## src/rtl/avr_io_uart_tx_arb_pkg.sv

```systemverilog
// Shared definitions for the UART transmit arbiter and its round-robin picker.
package avr_io_uart_tx_arb_pkg;

  typedef enum logic {
    ST_IDLE   = 1'b0,
    ST_LOCKED = 1'b1
  } arb_state_e;

  localparam int TIMER_W = 8;

endpackage

```

## src/rtl/avr_io_uart_tx_arb_if.sv

```systemverilog
// Requester byte streams plus the strobe/prefetch link to the shared transmitter.
interface avr_io_uart_tx_arb_if #(parameter int NREQ = 3);
  logic [NREQ-1:0]      req_valid;
  logic [NREQ-1:0][7:0] req_data;
  logic [NREQ-1:0]      req_last;
  logic [NREQ-1:0]      req_ready;
  logic [NREQ-1:0]      grant;
  logic [7:0]           tx_data;
  logic                 tx_strobe;
  logic                 tx_busy;
  logic                 tx_prefetch;

  modport slave (
    input  req_valid, req_data, req_last, tx_busy, tx_prefetch,
    output req_ready, grant, tx_data, tx_strobe
  );

  modport master (
    output req_valid, req_data, req_last, tx_busy, tx_prefetch,
    input  req_ready, grant, tx_data, tx_strobe
  );
endinterface

```

## src/rtl/avr_io_uart_rr_pick.sv

```systemverilog
// Combinational round-robin selector: first set req after the one-hot 'last'
// position, wrapping modulo NREQ; 'last' itself has lowest priority.
module avr_io_uart_rr_pick #(
  parameter int NREQ = 3
) (
  input  logic [NREQ-1:0] req,
  input  logic [NREQ-1:0] last,
  output logic [NREQ-1:0] pick
);

  always_comb begin
    int  base;
    int  idx;
    logic found;
    pick  = '0;
    base  = 0;
    idx   = 0;
    found = 1'b0;
    for (int i = 0; i < NREQ; i++) begin
      if (last[i]) base = i;
    end
    for (int k = 1; k <= NREQ; k++) begin
      idx = (base + k) % NREQ;
      if (!found && req[idx]) begin
        pick[idx] = 1'b1;
        found     = 1'b1;
      end
    end
  end

endmodule

```

## src/rtl/avr_io_uart_tx_arb.sv

```systemverilog
// Packet-granular round-robin sharing of one UART transmitter, with a one-byte
// holding register so consecutive bytes leave with no idle bit between them.
module avr_io_uart_tx_arb
  import avr_io_uart_tx_arb_pkg::*;
#(
  parameter int NREQ    = 3,
  parameter int TIMEOUT = 255
) (
  input  logic                 clk,
  input  logic                 rst,
  input  logic                 en,
  avr_io_uart_tx_arb_if.slave  bus,
  output logic                 timeout_evt
);

  localparam logic [TIMER_W-1:0] TMAX     = TIMER_W'(TIMEOUT - 1);
  localparam logic [NREQ-1:0]    LAST_RST = NREQ'(1) << (NREQ - 1);

  arb_state_e         state_q, state_d;
  logic [NREQ-1:0]    grant_q, grant_d;
  logic [NREQ-1:0]    last_q, last_d;
  logic               hold_full_q, hold_full_d;
  logic [7:0]         tx_data_q, tx_data_d;
  logic [TIMER_W-1:0] timer_q, timer_d;
  logic               tevt_q, tevt_d;

  logic [NREQ-1:0] pick, ready;
  logic [7:0]      own_data;
  logic            own_valid, own_last, accept, consume;

  avr_io_uart_rr_pick #(.NREQ(NREQ)) u_pick (
    .req  (bus.req_valid),
    .last (last_q),
    .pick (pick)
  );

  // Ready depends only on registered state, never on req_valid.
  assign ready     = (state_q == ST_LOCKED && !hold_full_q) ? grant_q : '0;
  assign accept    = |(bus.req_valid & ready);
  assign own_valid = |(bus.req_valid & grant_q);
  assign own_last  = |(bus.req_last & grant_q);
  assign consume   = (hold_full_q & ~bus.tx_busy) | bus.tx_prefetch;

  always_comb begin
    own_data = '0;
    for (int i = 0; i < NREQ; i++) begin
      if (grant_q[i]) own_data = bus.req_data[i];
    end
  end

  always_comb begin
    state_d     = state_q;
    grant_d     = grant_q;
    last_d      = last_q;
    hold_full_d = hold_full_q & ~consume;
    tx_data_d   = tx_data_q;
    timer_d     = timer_q;
    tevt_d      = 1'b0;
    case (state_q)
      ST_IDLE: begin
        if (en && |bus.req_valid) begin
          grant_d = pick;
          state_d = ST_LOCKED;
          timer_d = '0;
        end
      end
      ST_LOCKED: begin
        if (accept) begin
          tx_data_d   = own_data;
          hold_full_d = 1'b1;
          timer_d     = '0;
          if (own_last) begin
            state_d = ST_IDLE;
            last_d  = grant_q;
            grant_d = '0;
          end
        end else if (!own_valid) begin
          if (timer_q == TMAX) begin
            state_d = ST_IDLE;
            last_d  = grant_q;
            grant_d = '0;
            timer_d = '0;
            tevt_d  = 1'b1;
          end else begin
            timer_d = timer_q + 1'b1;
          end
        end else begin
          // owner is valid but blocked by a full holding register
          timer_d = '0;
        end
      end
      default: state_d = ST_IDLE;
    endcase
  end

  always_ff @(posedge clk or negedge rst) begin
    if (!rst) begin
      state_q     <= ST_IDLE;
      grant_q     <= '0;
      last_q      <= LAST_RST;
      hold_full_q <= 1'b0;
      tx_data_q   <= '0;
      timer_q     <= '0;
      tevt_q      <= 1'b0;
    end else begin
      state_q     <= state_d;
      grant_q     <= grant_d;
      last_q      <= last_d;
      hold_full_q <= hold_full_d;
      tx_data_q   <= tx_data_d;
      timer_q     <= timer_d;
      tevt_q      <= tevt_d;
    end
  end

  assign bus.req_ready = ready;
  assign bus.grant     = grant_q;
  assign bus.tx_data   = tx_data_q;
  assign bus.tx_strobe = hold_full_q;
  assign timeout_evt   = tevt_q;

endmodule

```

## src/flat_wrapper.sv

```systemverilog
// flat-port wrapper written by rule: the top's interface ports become plain ports
module avr_io_uart_tx_arb_flat import avr_io_uart_tx_arb_pkg::*;
#(
  parameter int NREQ    = 3,
  parameter int TIMEOUT = 255
)
  (clk, rst, en, timeout_evt, bus_req_valid, bus_req_data, bus_req_last, bus_tx_busy, bus_tx_prefetch, bus_req_ready, bus_grant, bus_tx_data, bus_tx_strobe);
  avr_io_uart_tx_arb_if #(.NREQ(NREQ)) bus_i ();
  input  logic clk;
  input  logic rst;
  input  logic en;
  output logic timeout_evt;
  input wire logic [$bits(bus_i.req_valid)-1:0] bus_req_valid;
  input wire logic [$bits(bus_i.req_data)-1:0] bus_req_data;
  input wire logic [$bits(bus_i.req_last)-1:0] bus_req_last;
  input wire logic [$bits(bus_i.tx_busy)-1:0] bus_tx_busy;
  input wire logic [$bits(bus_i.tx_prefetch)-1:0] bus_tx_prefetch;
  output wire logic [$bits(bus_i.req_ready)-1:0] bus_req_ready;
  output wire logic [$bits(bus_i.grant)-1:0] bus_grant;
  output wire logic [$bits(bus_i.tx_data)-1:0] bus_tx_data;
  output wire logic [$bits(bus_i.tx_strobe)-1:0] bus_tx_strobe;
  assign bus_i.req_valid = bus_req_valid;
  assign bus_i.req_data = bus_req_data;
  assign bus_i.req_last = bus_req_last;
  assign bus_i.tx_busy = bus_tx_busy;
  assign bus_i.tx_prefetch = bus_tx_prefetch;
  assign bus_req_ready = bus_i.req_ready;
  assign bus_grant = bus_i.grant;
  assign bus_tx_data = bus_i.tx_data;
  assign bus_tx_strobe = bus_i.tx_strobe;
  avr_io_uart_tx_arb #(.NREQ(NREQ), .TIMEOUT(TIMEOUT)) u_core (.clk(clk), .rst(rst), .en(en), .bus(bus_i), .timeout_evt(timeout_evt));
endmodule
```

## config.mk

```make
export PLATFORM = sky130hd
export DESIGN_NAME = avr_io_uart_tx_arb_flat
export DESIGN_NICKNAME = d
export VERILOG_FILES = /design/src/rtl/avr_io_uart_tx_arb_pkg.sv /design/src/rtl/avr_io_uart_tx_arb_if.sv /design/src/rtl/avr_io_uart_rr_pick.sv /design/src/rtl/avr_io_uart_tx_arb.sv /design/src/flat_wrapper.sv
export SDC_FILE = /design/constraint.sdc
export NUM_CORES = 1
export LEC_CHECK = 0
export BUFFER_PORTS_ARGS = -buffer_cell sky130_fd_sc_hd__buf_2
export CORE_ASPECT_RATIO = 1.25
export CORE_UTILIZATION = 25
export CTS_BUF_LIST = sky130_fd_sc_hd__clkbuf_4 sky130_fd_sc_hd__clkbuf_8
export DETAILED_ROUTE_END_ITERATION = 6
export SETUP_SLACK_MARGIN = 0.3
export SLEW_MARGIN = 40
export SYNTH_ARGS = -nofsm -noshare
export SYNTH_HDL_FRONTEND = slang
export SYNTH_SLANG_ARGS = --single-unit
```

## constraint.sdc

```tcl
create_clock -name clk -period 1.62 [get_ports clk]
set_input_delay 0.081 -clock clk [delete_from_list [all_inputs] [get_ports clk]]
set_output_delay 0.081 -clock clk [all_outputs]
set_load 0.02 [all_outputs]
```

Word level (Yosys, flattened, before mapping)
Index checks and enable logic that the tools add are counted.
W data, S select, Z words.

word-level totals
  bits of input ports = 35
  output and inout bits = 16
  word-level logic and storage cells = 109
  register bits after elaboration = 25

cells by class
  add/sub/neg operators = 4
  mux-type cells = 53
  bitwise operators = 11
  equality and inequality tests = 7
  div/mod/pow operators = 3
  reductions and logical operators = 18
  order comparisons = 6

operators with widths
  operator                 count
  $ge A32 B1 Y1 const B    3
  $lt A32 B4 Y1 const B    3
  $mod A32 B3 Y32 const B  3
  $mux W8                  7
  $mux W3                  13
  $mux W1                  23
  $pmux W8 S2              1
  $reduce_or A3 Y1         4
  $and A3 B3 Y3            3
  $ne A3 B3 Y1 const B     3
  $add A8 B1 Y8 const B    1
  $eq A8 B8 Y1 const B     1
  $reduce_and A4 Y1        2
  $logic_and A1 B1 Y1      7
  $add A2 B2 Y3 const B    2
  $bmux W1 S2              3
  $demux W1 S2             3
  $or A3 B3 Y3             2
  $pmux W3 S2              1
  $ne A2 B1 Y1 const B     2
  $add A2 B1 Y3 const B    1
  $logic_not A1 Y1         3
  $not A1 Y1               3
  $and A1 B1 Y1            2
  other kinds (6)          6

Depth between registers and ports, before layout
  depth in word-level cells = 16
  gate-level depth with buffers = 7

By module
From an unflattened synthesis, not the netlist that was laid out.

unflattened totals
  cell total of the unflattened synthesis = 145
  area total of the unflattened synthesis = 1480.2 µm²

by module, submodules not included
  module               instances  area an instance (µm²)  sequential area each (µm²)  cells each
  avr_io_uart_tx_arb   1          1417.6                  626.9                       136
  avr_io_uart_rr_pick  1          62.6                    0.0                         9

Worst setup path after synthesis
OpenSTA, ideal clock, no wires.

  kind = register to register
  from = reg u_core.grant_q[0], in the netlist u_core.bus.grant[0]
  to = reg u_core.last_q[1]
  path slack = -161 ps
  clock period less this slack = 1781 ps
  stages on the path, launching flop included = 5
  arrival time = 1655 ps
  buffers on the path = 0
  library setup time = 125 ps
  cells stage by stage = dfrtp_1 a222oi_1 nor2_1 a32o_2 mux2_4

between the ends
  longest elaborated chain between the ends = 5
  elaborated cells between the ends (all ways) = 12
  those cells by class = eq/ne: 2; mux: 2; bitwise: 3; reduce/logical: 5

ends and longest elaborated chain
  what                                                  line                       text
  start: declaration                                    avr_io_uart_tx_arb.sv:20   logic [NREQ-1:0] grant_q, grant_d;
  start signal: assignment                              avr_io_uart_tx_arb.sv:107  grant_q <= grant_d;
  $mux W3                                               avr_io_uart_tx_arb.sv:38   assign ready = (state_q == ST_LOCKED && !hold_full_q) ? grant_q : '0;
  $and A3 B3 Y3                                         avr_io_uart_tx_arb.sv:39   assign accept = |(bus.req_valid & ready);
  $reduce_or A3 Y1                                      avr_io_uart_tx_arb.sv:39
  $ne A2 B1 Y1 (no line), or another cell as far along  -
  $reduce_and A4 Y1 (no line)                           -
  end signal: assignment                                avr_io_uart_tx_arb.sv:108  last_q <= last_d;
  end: declaration                                      avr_io_uart_tx_arb.sv:21   logic [NREQ-1:0] last_q, last_d;

Parallel ways exist; a longest one is shown, timed or not.
A chain may end at the register's enable or synchronous reset.

Worst setup path after layout
Same ends and word-level chain as after synthesis.

==> summary.md <==
| Metric | Value |
|---|---|
| Status | `finished, violations left` |
| Violated checks | `negative setup slack` |
| Routed wire per std cell | `12.9 um` |
| R2R Path Start | `u_core.bus.grant[0]` |
| Cell count of the worst reg-to-reg path | `5` |
| Setup crit end kind | `flop` |
| Post-Synthesis Cells | `139` |
| Clock Skew | `3.35 ps` |
| Top Ports | `51` |
| Vias in the first global route | `1341` |
| Drt pass-1 iters | `4` |
| Seq/Total Area, Yosys | `45.0%` |
| Setup slack after layout | `-61.7 ps` |
| Tmin final | `1680 ps` |
| CTS max path bufs | `2` |
| GR Layer Usage met3 | `1.91%` |
| Area of the mapped netlist | `1340 um^2` |
| Arrival time of the worst setup path | `1840 ps` |
| Row count | `29` |
| Layout net count | `253` |
| VDD IR max | `0.758 mV` |
| Placed wire-length estimate | `2570 um` |
| Remaining Overflow, GRT | `0` |
| Layout cells sized above 1 | `52.6%` |
| Setup CP Type | `reg2reg` |
| Port bufs | `50` |
| Vias | `1308` |
| Worst Max-Slew Pin Slew | `538 ps` |
| Highest Clock Rate | `595 MHz` |
| Worst Hold Path EP | `u_core.bus.tx_strobe` |
| CTS tree | `built` |
| CTS buffer count | `3` |
| Rel. slew slack | `64.2%` |
| Global-route met2 utilization | `23.5%` |
| Dominant synthesized flop cell | `dfrtp_1` |
| Critical Path Source Type | `flop` |
| Die Y | `83.7 um` |
| Wire length after detailed routing | `3580 um` |
| CTS Sinks | `24` |
| Max FO, Critical Path | `3` |
| Hold Vio Cnt, Final | `0` |
| Most Used Layer, Global Route | `met2` |
| Count of cell types in the netlist | `40` |
| First-pass GRT wire length | `5980 um` |
| Area leader, netlist | `dfrtp_1` |
| Synth top area cells | `dfrtp_1 43%, mux2_2 6.7%, nand2_1 5.6%` |
| Syn avg cell area | `9.61 um^2` |
| RR Endpoint | `u_core.last_q[1]` |
| Design area | `2040 um^2` |
| Slew Limit Fails | `0` |
| Post-route clock period utilization | `104%` |
| Worst Hold Launch | `bus_tx_busy` |
| Grt met1 use | `17.0%` |
| Largest net degree at the start of global routing | `25` |
| Post-layout util | `39.9%` |
| Final setup violation count | `5` |
| H-tree depth | `1` |
| Clock root cell | `clkbuf_8` |
| Syn nets | `176` |
| Setup TNS | `-161 ps` |
| LEAKAGE | `0.990 nW` |
| Critical Path RT | `1780 ps` |
| Die ar. | `5640 um^2` |
| Via/cell ratio | `4.72` |
| Area growth, synth to finish | `52.9%` |
| Post-synth top area share | `43.1%` |
| Reg clk slew, reported paths | `90 ps` |
| Synthesis Warnings | `0` |
| EDFF count, synth | `0` |
| DRT antenna net count | `0` |
| Max cap viols | `0` |
| Synth Register Bits | `24` |
| DP Area | `1790 um^2` |
| Asr flop ratio synth | `100%` |
| Antenna diode count | `0` |
| Die W | `67.4 um` |
| Hold depth | `3` |
| Clk_lat worst skew | `270 ps` |
| # DRC | `0` |
| Dpl ws | `-189 ps` |
| Initial Util | `26.1%` |
| Initial antenna violation count | `0` |
| 1st-iter DRT viols | `32` |
| Reg2reg setup slack | `-60 ps` |
| Worst Hold Class | `in2reg` |
| GPL Wtd Cong | `0.752` |
| Core area | `5120 um^2` |
| Global Route Usage Sum | `13.8%` |
| Pwr dens | `1550 nW/um^2` |
| RSZ-0062 raised after global routing | `yes` |
| WHS | `51.1 ps` |
[worst max-delay path: stages, from the launching register on]
cell and delay, ps:
dfrtp_2 410, buf_6 120, a222oi_1 380, nor2_1 90
a32o_2 270, mux2_4 300
[layer usage]
| layer | vias up | share of wire (%) |
|---|---|---|
| met5 | - | 0 |
| met4 | 0 | 1.5 |
| met3 | 5 | 4.8 |
| met2 | 45 | 50 |
| met1 | 603 | 43 |
| li1 | 655 | - |
[per-stage QoR]
stage | std cells | total power (W)
finish | 277 | 0.00317
global route | 277 | 0.00340
CTS | 276 | 0.00310
detailed placement | 264 | 0.00237
global placement | 264 | 0.00235
floorplan | 139 | 0.00182
[flip-flops by register name, summed over array words and instances (netlist names)]
name and count:
u_core.timer_q 8, u_core.state_q 1, u_core.bus.tx_data 8, u_core.timeout_evt 1
u_core.bus.tx_strobe 1, u_core.bus.grant 3, u_core.last_q 2
[cells in the final DEF (no fill, tap or decap), types with 4 or more instances in the layout]
master    Yosys  layout
buf_6         0      11
dfrtp_1      23      21
clkbuf_8      0       4
o21ai_0      14      10
mux2_2        8       8
nor2_1       10      10
nand2_1      20      20
buf_2         1      47
buf_4         1      18
a22oi_1       7       6
[synthesized netlist by cell type (2+ instances only)]
cell type  instances
inv_1              3
o22ai_1            4
nand2_1           20
mux2_4             2
a21oi_1            3
a222oi_1           2
clkbuf_1           4
mux2_2             8
and2_1             3
ha_1               2
dfrtp_1           23
nor3_1             2
nor2_1            10
nor2b_1            5
nand3_1            3
a22oi_1            7
o31ai_1            2
o21ai_0           14
[how the worst max path moves through the flow]
stage	start	to	slack [ps]
6_report	u_core.bus.grant[0]	u_core.last_q[1]	-60
5_1_grt	u_core.bus.grant[0]	u_core.timer_q[5]	-150
4_1_cts	u_core.bus.grant[0]	u_core.last_q[1]	-60
3_5_place_dp	u_core.bus.grant[1]	u_core.bus.tx_data[2]	-190
3_3_place_gp	u_core.bus.grant[1]	u_core.bus.tx_data[0]	-120
2_1_floorplan	u_core.bus.grant[0]	u_core.last_q[1]	-140
[where the power goes]
group          leakage, nW  internal [W]  switching (W)
clock network       0.0288      0.000217       0.000195
logic                0.652      0.000943       0.000929
registers            0.310      0.000777       0.000109
[logic make-up after synthesis]
family	synth area share, %
AO/OA/AOI/OAI	21.3
XOR/XNOR	0.656
adder cells (fa/ha/maj)	1.87
buffers and inverters	3.18
flip-flops	45.0
multiplexers	8.99
AND/OR/NAND/NOR	19.0
[cell type report]
type | count | area (um^2)
clock buffers | 4 | 55.1
flip-flops and latches | 24 | 604
repair buffers | 78 | 514
fillers | 508 | 3070
inverters | 3 | 11.3
multi-input cells | 106 | 781
well taps | 62 | 77.6
[repair_timing]
item | CTS | global route
gates cloned | 1 | 0
endpoints found under the setup margin | 26 | 26
hold buffers | 2 | 0
setup buffers | 5 | 1
pin swaps | 7 | 6
endpoints found under the hold margin | 24 | 0
gates resized for setup | 26 | 7
Note: power is estimated with default switching activity, not from simulation.
